### src/rtl/weight_load_sequencer.sv
// weight_load_sequencer: streams all FNN layer weights from memory onto the shared weight bus
module weight_load_sequencer #(
    parameter int WEIGHT_WIDTH  = 16,
    parameter int PART_NO_WIDTH = 7,
    parameter int NO_INPUTS     = 784,
    parameter int NN_L1         = 40,
    parameter int NN_L2         = 10,
    parameter int NN_L3         = 10,
    parameter int NN_L4         = 10,
    parameter int ADDR_WIDTH    = 16,
    parameter int BASE_ADDR     = 0
) (
    input  logic                                clk,
    input  logic                                reset,
    input  logic                                start_load,
    input  logic                                pause,
    input  logic [3:0]                          layer_ready,
    input  logic [WEIGHT_WIDTH-1:0]             mem_rdata,
    output logic                                mem_rd_en,
    output logic [ADDR_WIDTH-1:0]               mem_addr,
    output logic [PART_NO_WIDTH+WEIGHT_WIDTH-1:0] weight_bus,
    output logic                                weight_valid,
    output logic [3:0]                          load_weights,
    output logic                                busy,
    output logic                                load_done,
    output logic                                weights_loaded
);
    localparam int AW = ADDR_WIDTH;
    localparam int PW = PART_NO_WIDTH;
    localparam int BW = PART_NO_WIDTH + WEIGHT_WIDTH;

    typedef enum logic [1:0] {IDLE, STREAM, DRAIN, WAIT_RDY} state_t;

    state_t          state_q, state_d;
    logic [1:0]      lyr_q, lyr_d;
    logic [AW-1:0]   w_cnt_q, w_cnt_d, addr_q, addr_d, raddr_q, raddr_d, fan_last;
    logic [PW-1:0]   n_cnt_q, n_cnt_d, tag1_q, tag1_d, tag2_q, tag2_d, nrn_last;
    logic            rd_q, rd_d, pend_q, pend_d, wv_q, wv_d;
    logic [BW-1:0]   bus_q, bus_d;
    logic [3:0]      lw_q, lw_d;
    logic            busy_q, busy_d, done_q, done_d, loaded_q, loaded_d;

    // Last weight index and last neuron index of the layer currently being filled
    always_comb begin
        fan_last = lyr_q == 2'd0 ? AW'(NO_INPUTS - 1) : lyr_q == 2'd1 ? AW'(NN_L1 - 1) :
                   lyr_q == 2'd2 ? AW'(NN_L2 - 1) : AW'(NN_L3 - 1);
        nrn_last = lyr_q == 2'd0 ? PW'(NN_L1 - 1) : lyr_q == 2'd1 ? PW'(NN_L2 - 1) :
                   lyr_q == 2'd2 ? PW'(NN_L3 - 1) : PW'(NN_L4 - 1);
    end

    // Next-state: FSM, counters, and the read pipeline carrying the part tag alongside the data
    always_comb begin
        state_d  = state_q;
        lyr_d    = lyr_q;
        w_cnt_d  = w_cnt_q;
        n_cnt_d  = n_cnt_q;
        addr_d   = addr_q;
        rd_d     = 1'b0;
        raddr_d  = raddr_q;
        tag1_d   = tag1_q;
        pend_d   = rd_q;
        tag2_d   = tag1_q;
        wv_d     = pend_q;
        bus_d    = pend_q ? {mem_rdata, tag2_q} : bus_q;
        lw_d     = lw_q;
        busy_d   = busy_q;
        done_d   = 1'b0;
        loaded_d = loaded_q;
        case (state_q)
            IDLE: if (start_load) begin
                state_d  = STREAM;
                loaded_d = 1'b0;
                busy_d   = 1'b1;
                lyr_d    = 2'd0;
                addr_d   = AW'(BASE_ADDR);
                w_cnt_d  = '0;
                n_cnt_d  = '0;
                lw_d     = 4'b0001;
            end
            STREAM: if (!pause) begin
                rd_d    = 1'b1;
                raddr_d = addr_q;
                tag1_d  = n_cnt_q;
                addr_d  = addr_q + 1'b1;
                w_cnt_d = w_cnt_q == fan_last ? '0 : w_cnt_q + 1'b1;
                if (w_cnt_q == fan_last) begin
                    n_cnt_d = n_cnt_q + 1'b1;
                    if (n_cnt_q == nrn_last) state_d = DRAIN;
                end
            end
            DRAIN: state_d = WAIT_RDY;
            WAIT_RDY: if (layer_ready[lyr_q]) begin
                if (lyr_q == 2'd3) begin
                    state_d  = IDLE;
                    done_d   = 1'b1;
                    loaded_d = 1'b1;
                    busy_d   = 1'b0;
                    lw_d     = 4'b0000;
                end else begin
                    state_d = STREAM;
                    lyr_d   = lyr_q + 2'd1;
                    lw_d    = lw_q << 1;
                    w_cnt_d = '0;
                    n_cnt_d = '0;
                end
            end
            default: state_d = IDLE;
        endcase
    end

    // State and output registers; reset aborts everything including words in flight
    always_ff @(posedge clk) begin
        if (reset) begin
            state_q  <= IDLE;
            lyr_q    <= '0;
            w_cnt_q  <= '0;
            n_cnt_q  <= '0;
            addr_q   <= '0;
            rd_q     <= 1'b0;
            raddr_q  <= '0;
            tag1_q   <= '0;
            pend_q   <= 1'b0;
            tag2_q   <= '0;
            wv_q     <= 1'b0;
            bus_q    <= '0;
            lw_q     <= '0;
            busy_q   <= 1'b0;
            done_q   <= 1'b0;
            loaded_q <= 1'b0;
        end else begin
            state_q  <= state_d;
            lyr_q    <= lyr_d;
            w_cnt_q  <= w_cnt_d;
            n_cnt_q  <= n_cnt_d;
            addr_q   <= addr_d;
            rd_q     <= rd_d;
            raddr_q  <= raddr_d;
            tag1_q   <= tag1_d;
            pend_q   <= pend_d;
            tag2_q   <= tag2_d;
            wv_q     <= wv_d;
            bus_q    <= bus_d;
            lw_q     <= lw_d;
            busy_q   <= busy_d;
            done_q   <= done_d;
            loaded_q <= loaded_d;
        end
    end

    assign mem_rd_en      = rd_q;
    assign mem_addr       = raddr_q;
    assign weight_bus     = bus_q;
    assign weight_valid   = wv_q;
    assign load_weights   = lw_q;
    assign busy           = busy_q;
    assign load_done      = done_q;
    assign weights_loaded = loaded_q;
endmodule

### config.mk
export PLATFORM = sky130hd
export DESIGN_NAME = weight_load_sequencer
export DESIGN_NICKNAME = d
export VERILOG_FILES = /design/src/rtl/weight_load_sequencer.sv
export SDC_FILE = /design/constraint.sdc
export NUM_CORES = 1
export LEC_CHECK = 0
export BUFFER_PORTS_ARGS = -buffer_cell sky130_fd_sc_hd__buf_2
export CAP_MARGIN = 25
export CORE_AREA = 2 2 93 95
export DETAILED_ROUTE_END_ITERATION = 8
export DIE_AREA = 0 0 95 97
export GPL_TIMING_DRIVEN = 1
export PLACE_DENSITY_LB_ADDON = 0.12
export SLEW_MARGIN = 25
export SYNTH_ARGS = -nofsm -noshare
export SYNTH_HDL_FRONTEND = slang
export SYNTH_SLANG_ARGS = --single-unit
### constraint.sdc
create_clock -name clk -period 2.6 [get_ports clk]
set_clock_uncertainty 0.1 [all_clocks]
set_input_delay 0.52 -clock clk [delete_from_list [all_inputs] [get_ports clk]]
set_output_delay 0.52 -clock clk [all_outputs]
set_load 0.02 [all_outputs]
Word-level counts from Yosys, hierarchy flattened
Index checks and enable logic that the tools add are counted.
{"block": "op_classes", "n_addsub": 4, "order_cmp": 1, "n_eq_ne": 14, "n_mux": 44, "bitwise": 4, "reduce_logical": 15}
{"op": "2-to-1 mux 16 bit", "n": 6}
{"op": "case mux 16 bit (3 select lines)", "n": 1}
{"op": "2-to-1 mux 7 bit", "n": 5}
{"op": "adder 16 x 1 -> 16 bit (second input constant)", "n": 2}
{"op": "case mux 16 bit (2 select lines)", "n": 1}
{"op": "case mux 7 bit (3 select lines)", "n": 1}
{"op": "== test 16 x 10 -> 1 bit", "n": 1}
{"op": "2-to-1 mux 2 bit", "n": 8}
{"op": "!= test 2 bit (second input constant)", "n": 7}
{"op": "2-to-1 mux 4 bit", "n": 3}
{"op": "2-to-1 mux 6 bit", "n": 2}
{"op": "2-to-1 mux 1 bit", "n": 10}
{"op": "2-to-1 mux 10 bit", "n": 1}
{"op": "AND reduction 5 bit", "n": 2}
{"op": "case mux 2 bit (4 select lines)", "n": 1}
{"op": "case mux 4 bit (2 select lines)", "n": 1}
{"op": "AND reduction 4 bit", "n": 2}
{"op": "adder 7 x 1 -> 7 bit (second input constant)", "n": 1}
{"op": "== test 7 x 6 -> 1 bit", "n": 1}
{"op": "== test 2 bit (second input constant)", "n": 3}
{"op": "AND reduction 3 bit", "n": 2}
{"op": "AND reduction 6 bit", "n": 1}
{"op": "== test 2 x 1 -> 1 bit (second input constant)", "n": 2}
{"op": "zero test 2 bit", "n": 2}
{"op": "11 further kinds", "n": 16}
{"block": "word_totals", "regBits": 106, "inputBits": 24, "out_inout_bits": 48, "elab_cells": 98}

Depth between registers and ports, before layout
{"block": "depth", "depth_word": 7, "depth_mapped": 10, "depth_no_buf": 7}

Worst setup path after synthesis
Ideal clock, no wire load.
{"block": "synth_path", "path_kind": "flip-flop to flip-flop", "startpoint": "reg lyr_q[0]", "endpoint": "reg n_cnt_q[5]", "setup_ns": 0.095, "arrival_ns": 1.985, "required_ns": 2.405, "setup_slack_ns": 0.420, "path_stages_with_launch": 8, "path_buffers": 0, "period_less_slack_ns": 2.180, "cell_sequence": "dfxtp_1 > inv_1 > ha_1 > nor3_1 > nand2_1 > a211o_1 > or4_1 > o311ai_1"}
{"block": "synth_between", "elab_chain_len": 6, "word_cells_on_any_way": 12, "cone_classes": "eq/ne (6); mux (4); reduce/logical (2)"}
{"element": "from (decl)", "line": "35", "source": "logic [1:0] lyr_q, lyr_d;"}
{"element": "from (signal assigned)", "line": "132", "source": "lyr_q <= lyr_d;"}
{"element": "== test 2 x 1 -> 1 bit"}
{"element": "2-to-1 mux 6 bit", "line": "45", "source": "fan_last = lyr_q == 2'd0 ? AW'(NO_INPUTS - 1) : lyr_q == 2'd1 ? AW'(NN_L1 - 1) :"}
{"element": "2-to-1 mux 10 bit", "line": "45"}
{"element": "== test 16 x 10 -> 1 bit", "line": "86", "source": "if (w_cnt_q == fan_last) begin"}
{"element": "!= test 2 bit (no line)"}
{"element": "AND reduction 6 bit (no line) (*)"}
{"element": "to (signal assigned)", "line": "134", "source": "n_cnt_q <= n_cnt_d;"}
{"element": "to (decl)", "line": "37", "source": "logic [PW-1:0] n_cnt_q, n_cnt_d, tag1_q, tag1_d, tag2_q, tag2_d, nrn_last;"}
Mark *: on every way between the ends. The rest lies on a longest branch, timed or not. The select of a mux whose other input is x is not followed.
A chain may end at the register's enable or synchronous reset.

Worst setup path in the final report
{"block": "layout_path", "startpoint": "reg lyr_q[1]", "endpoint": "reg n_cnt_q[5]"}
Same word-level chain as after synthesis.

==> flow_metrics.env <==
export IMPL_outcome="finished clean"
export IMPL_layout_drive_gt1_share=0.196
export IMPL_dieWidth_um=95
export IMPL_routed_wirelength_um=9310
export IMPL_p_sw_frac=0.337
export IMPL_gp_congestion=0.840
export IMPL_cts_buffers=9
export IMPL_final_util=0.639
export IMPL_vias_per_cell=5.44
export IMPL_vdd_ir_drop_max_v=0.000326
export IMPL_critPathMaxFanout=7
export IMPL_start_util=0.551
export IMPL_area_delta_synth_final_pct=16.0
export IMPL_synthCells=502
export IMPL_via_count=3731
export IMPL_cp_start_kind="flip-flop"
export IMPL_max_clock_freq_ghz=0.417
export IMPL_arrival_ps=2570
export IMPL_row_count=33
export IMPL_cts_clk_slew_worst_paths_ps=110
export IMPL_worst_slew_pin_slew_ps=713
export IMPL_dpl_hpwl_um=6680
export IMPL_leakage_uw=0.00204
export IMPL_grt_overflow=0
export IMPL_fin_crit_ps=2400
export IMPL_grt_pass1_wl_um=15900
export IMPL_avgSynthCellArea_um2=8.93
export IMPL_synth_cell_types=53
export IMPL_ys_flop_type="dfxtp_1"
export IMPL_netlist_area_um2=4480
export IMPL_hold_class="in2reg"
export IMPL_synth_edf_count=0
export IMPL_wire_per_inst_um=13.6
export IMPL_cts_tree="built"
export IMPL_p_comb_frac=0.257
export IMPL_place_inst=670
export IMPL_antenna_found_initial=0
export IMPL_internal_power_uw=2420
export IMPL_track_usage=0.211
export IMPL_yosysWarnings=0
export IMPL_port_buffers=71
export IMPL_postRouteAntennaNets=0
export IMPL_clkPwrFrac=0.262
export IMPL_dr_pass1_iters=4
export IMPL_cts_sink_count=106
export IMPL_yosysSeqAreaShare=0.473
export IMPL_fin_ws_ps=200
export IMPL_clockBufferDepth=2
export IMPL_stdcell_count=686
export IMPL_syn_nets=536
export IMPL_drc=0
export IMPL_p_seq_frac=0.481
export IMPL_cp_required_ps=2770
export IMPL_htreeDepth=3
export IMPL_pre_cts_ws_ps=-52.4
export IMPL_ys_ff_latch=106
export IMPL_p_total_uw=3660
export IMPL_n_antenna_cell=0
export IMPL_switchingPower_uw=1230
export IMPL_relSlewSlack=0.523
export IMPL_slew_viol_final=0
export IMPL_grt_max_degree=54
export IMPL_endpoint_kind="flip-flop"
export IMPL_finalNetCount=610
export IMPL_synthArstFlopShare=0
export IMPL_die_y_um=97
export IMPL_drv_cap=0
export IMPL_die_area_um2=9220
export IMPL_core_um2=8130
export IMPL_period_share=0.923
export IMPL_io_pins=72
export IMPL_grt_pass1_vias=3543
export IMPL_clock_latency_ps=360
export IMPL_rsz0062_at_grt="false"
export IMPL_power_density_nw_per_um2=703
export IMPL_cts_root_buffer="clkbuf_8"
export IMPL_hold_violations=0
export IMPL_setup_viol=0
export IMPL_nFillCells=699
export IMPL_drt_iter0_drc=254
export IMPL_crit_type="reg2reg"
-- cells by family after synthesis --
group | count (synthesis) | share of synthesized area
compound gates | 65 | 0.101
xor+xnor | 28 | 0.0547
fa+ha+maj | 10 | 0.0279
buf+inv | 37 | 0.0321
flops | 106 | 0.473
mux | 29 | 0.0678
simple gates | 227 | 0.243
-- cells in the mapped netlist (all sizes together) (2+ instances only) --
master | number | area share
o311ai | 2 | 0.0039
and4 | 4 | 0.0078
xor2 | 9 | 0.018
nand2 | 61 | 0.051
nor2b | 15 | 0.021
nor4b | 4 | 0.0078
o22a | 5 | 0.0098
or2 | 3 | 0.0042
nand4 | 10 | 0.014
nor4 | 6 | 0.0084
nor3b | 2 | 0.0033
o211a | 2 | 0.0045
o32ai | 5 | 0.0098
inv | 11 | 0.0092
dfxtp | 106 | 0.47
o22ai | 2 | 0.0028
nor2 | 71 | 0.059
o2bb2ai | 2 | 0.0039
o21ai | 3 | 0.0033
nor3 | 12 | 0.013
a211oi | 2 | 0.0033
a21oi | 27 | 0.030
and3 | 8 | 0.011
a31oi | 2 | 0.0028
nand2b | 4 | 0.0056
xnor2 | 19 | 0.037
clkbuf | 15 | 0.013
a22oi | 4 | 0.0067
ha | 10 | 0.028
nand4b | 2 | 0.0039
nand3 | 18 | 0.020
or3 | 2 | 0.0028
mux2i | 27 | 0.060
buf | 11 | 0.010
-- repair_timing --
item	4_1_cts	5_1_grt
resized for setup	1	1
setup endpoints to repair	11	1
setup buffers	0	0
hold buffers	0	0
-- critical path, stage by stage, from the launching register on --
cell and delay, ps:
dfxtp_1 400, inv_1 110, ha_1 240, nor3_1 210
nand2_1 150, a211o_1 340, buf_4 170, or4_1 500
o311ai_1 90
-- stage by stage --
step                      TNS (ps)  area [µm²]  hold slack, ps
after floorplan                  0        4480             341
after global placement           0        5000             339
after detailed placement      -300        5000             342
after CTS                        0        5200             271
after global routing             0        5200             277
final                            0        5200             279
-- power groups by stage --
stage / clock network [µW] / logic (µW) / registers, µW
after floorplan: 0 / 640 / 1810
after global placement: 0 / 907 / 1790
after detailed placement: 0 / 920 / 1790
after CTS: 989 / 931 / 1760
after global routing: 1050 / 1030 / 1770
final: 960 / 939 / 1760
-- flip-flops by register name (all words and copies together), names as in the netlist --
signal and flops:
addr_q 16, busy 1, load_done 1, load_weights 4, lyr_q 2, mem_addr 16, mem_rd_en 1, n_cnt_q 7
pend_q 1, state_q 2, tag1_q 7, tag2_q 7, w_cnt_q 16, weight_bus 23, weight_valid 1, weights_loaded 1
-- metal layers --
metal | GRT usage | vias up | wire length [µm]
li1 | - | 1890 | -
met1 | 0.282 | 1716 | 4420
met2 | 0.337 | 112 | 4190
met3 | 0.0350 | 13 | 559
met4 | 0.0836 | 0 | 148
met5 | 0 | - | 0
-- final cells by class --
type | instances | area [µm²] | area share
sequential | 106 | 2120 | 0.408
multi-input combinational | 359 | 2220 | 0.427
clock buffer | 9 | 124 | 0.0238
timing repair buffer | 89 | 490 | 0.0943
inverter | 11 | 41.3 | 0.00794
clock inverter | 7 | 67.6 | 0.0130
tap | 105 | 131 | 0.0253
-- worst paths after layout --
check,startpoint,to,slack (ps),cells past startpoint
setup reg to reg,lyr_q[1],n_cnt_q[5],200,8
hold / removal,mem_rdata[6],weight_bus[13],280,3
hold reg to reg,load_weights[3],load_weights[3],350,2
setup / recovery,lyr_q[1],n_cnt_q[5],200,8
-- placed cells by master, fill, tap and decap left out, types with 3 or more instances in the layout --
| cell | instances |
|---|---|
| and4_1 | 4 |
| o32ai_1 | 5 |
| nor4_1 | 6 |
| a22oi_1 | 3 |
| inv_6 | 3 |
| nand4_1 | 10 |
| nor2_1 | 71 |
| nand3_1 | 18 |
| inv_1 | 11 |
| buf_2 | 71 |
| a21oi_1 | 27 |
| nand2b_1 | 4 |
| xor2_1 | 9 |
| xnor2_1 | 19 |
| clkbuf_8 | 9 |
| o22a_1 | 5 |
| o21ai_0 | 3 |
| buf_4 | 18 |
| nor4b_1 | 4 |
| nor3_1 | 12 |
| and3_1 | 8 |
| dfxtp_1 | 105 |
| nand2_1 | 61 |
| nor2b_1 | 15 |
| mux2i_1 | 27 |
| ha_1 | 10 |
Note: power is estimated with default switching activity, not from simulation.
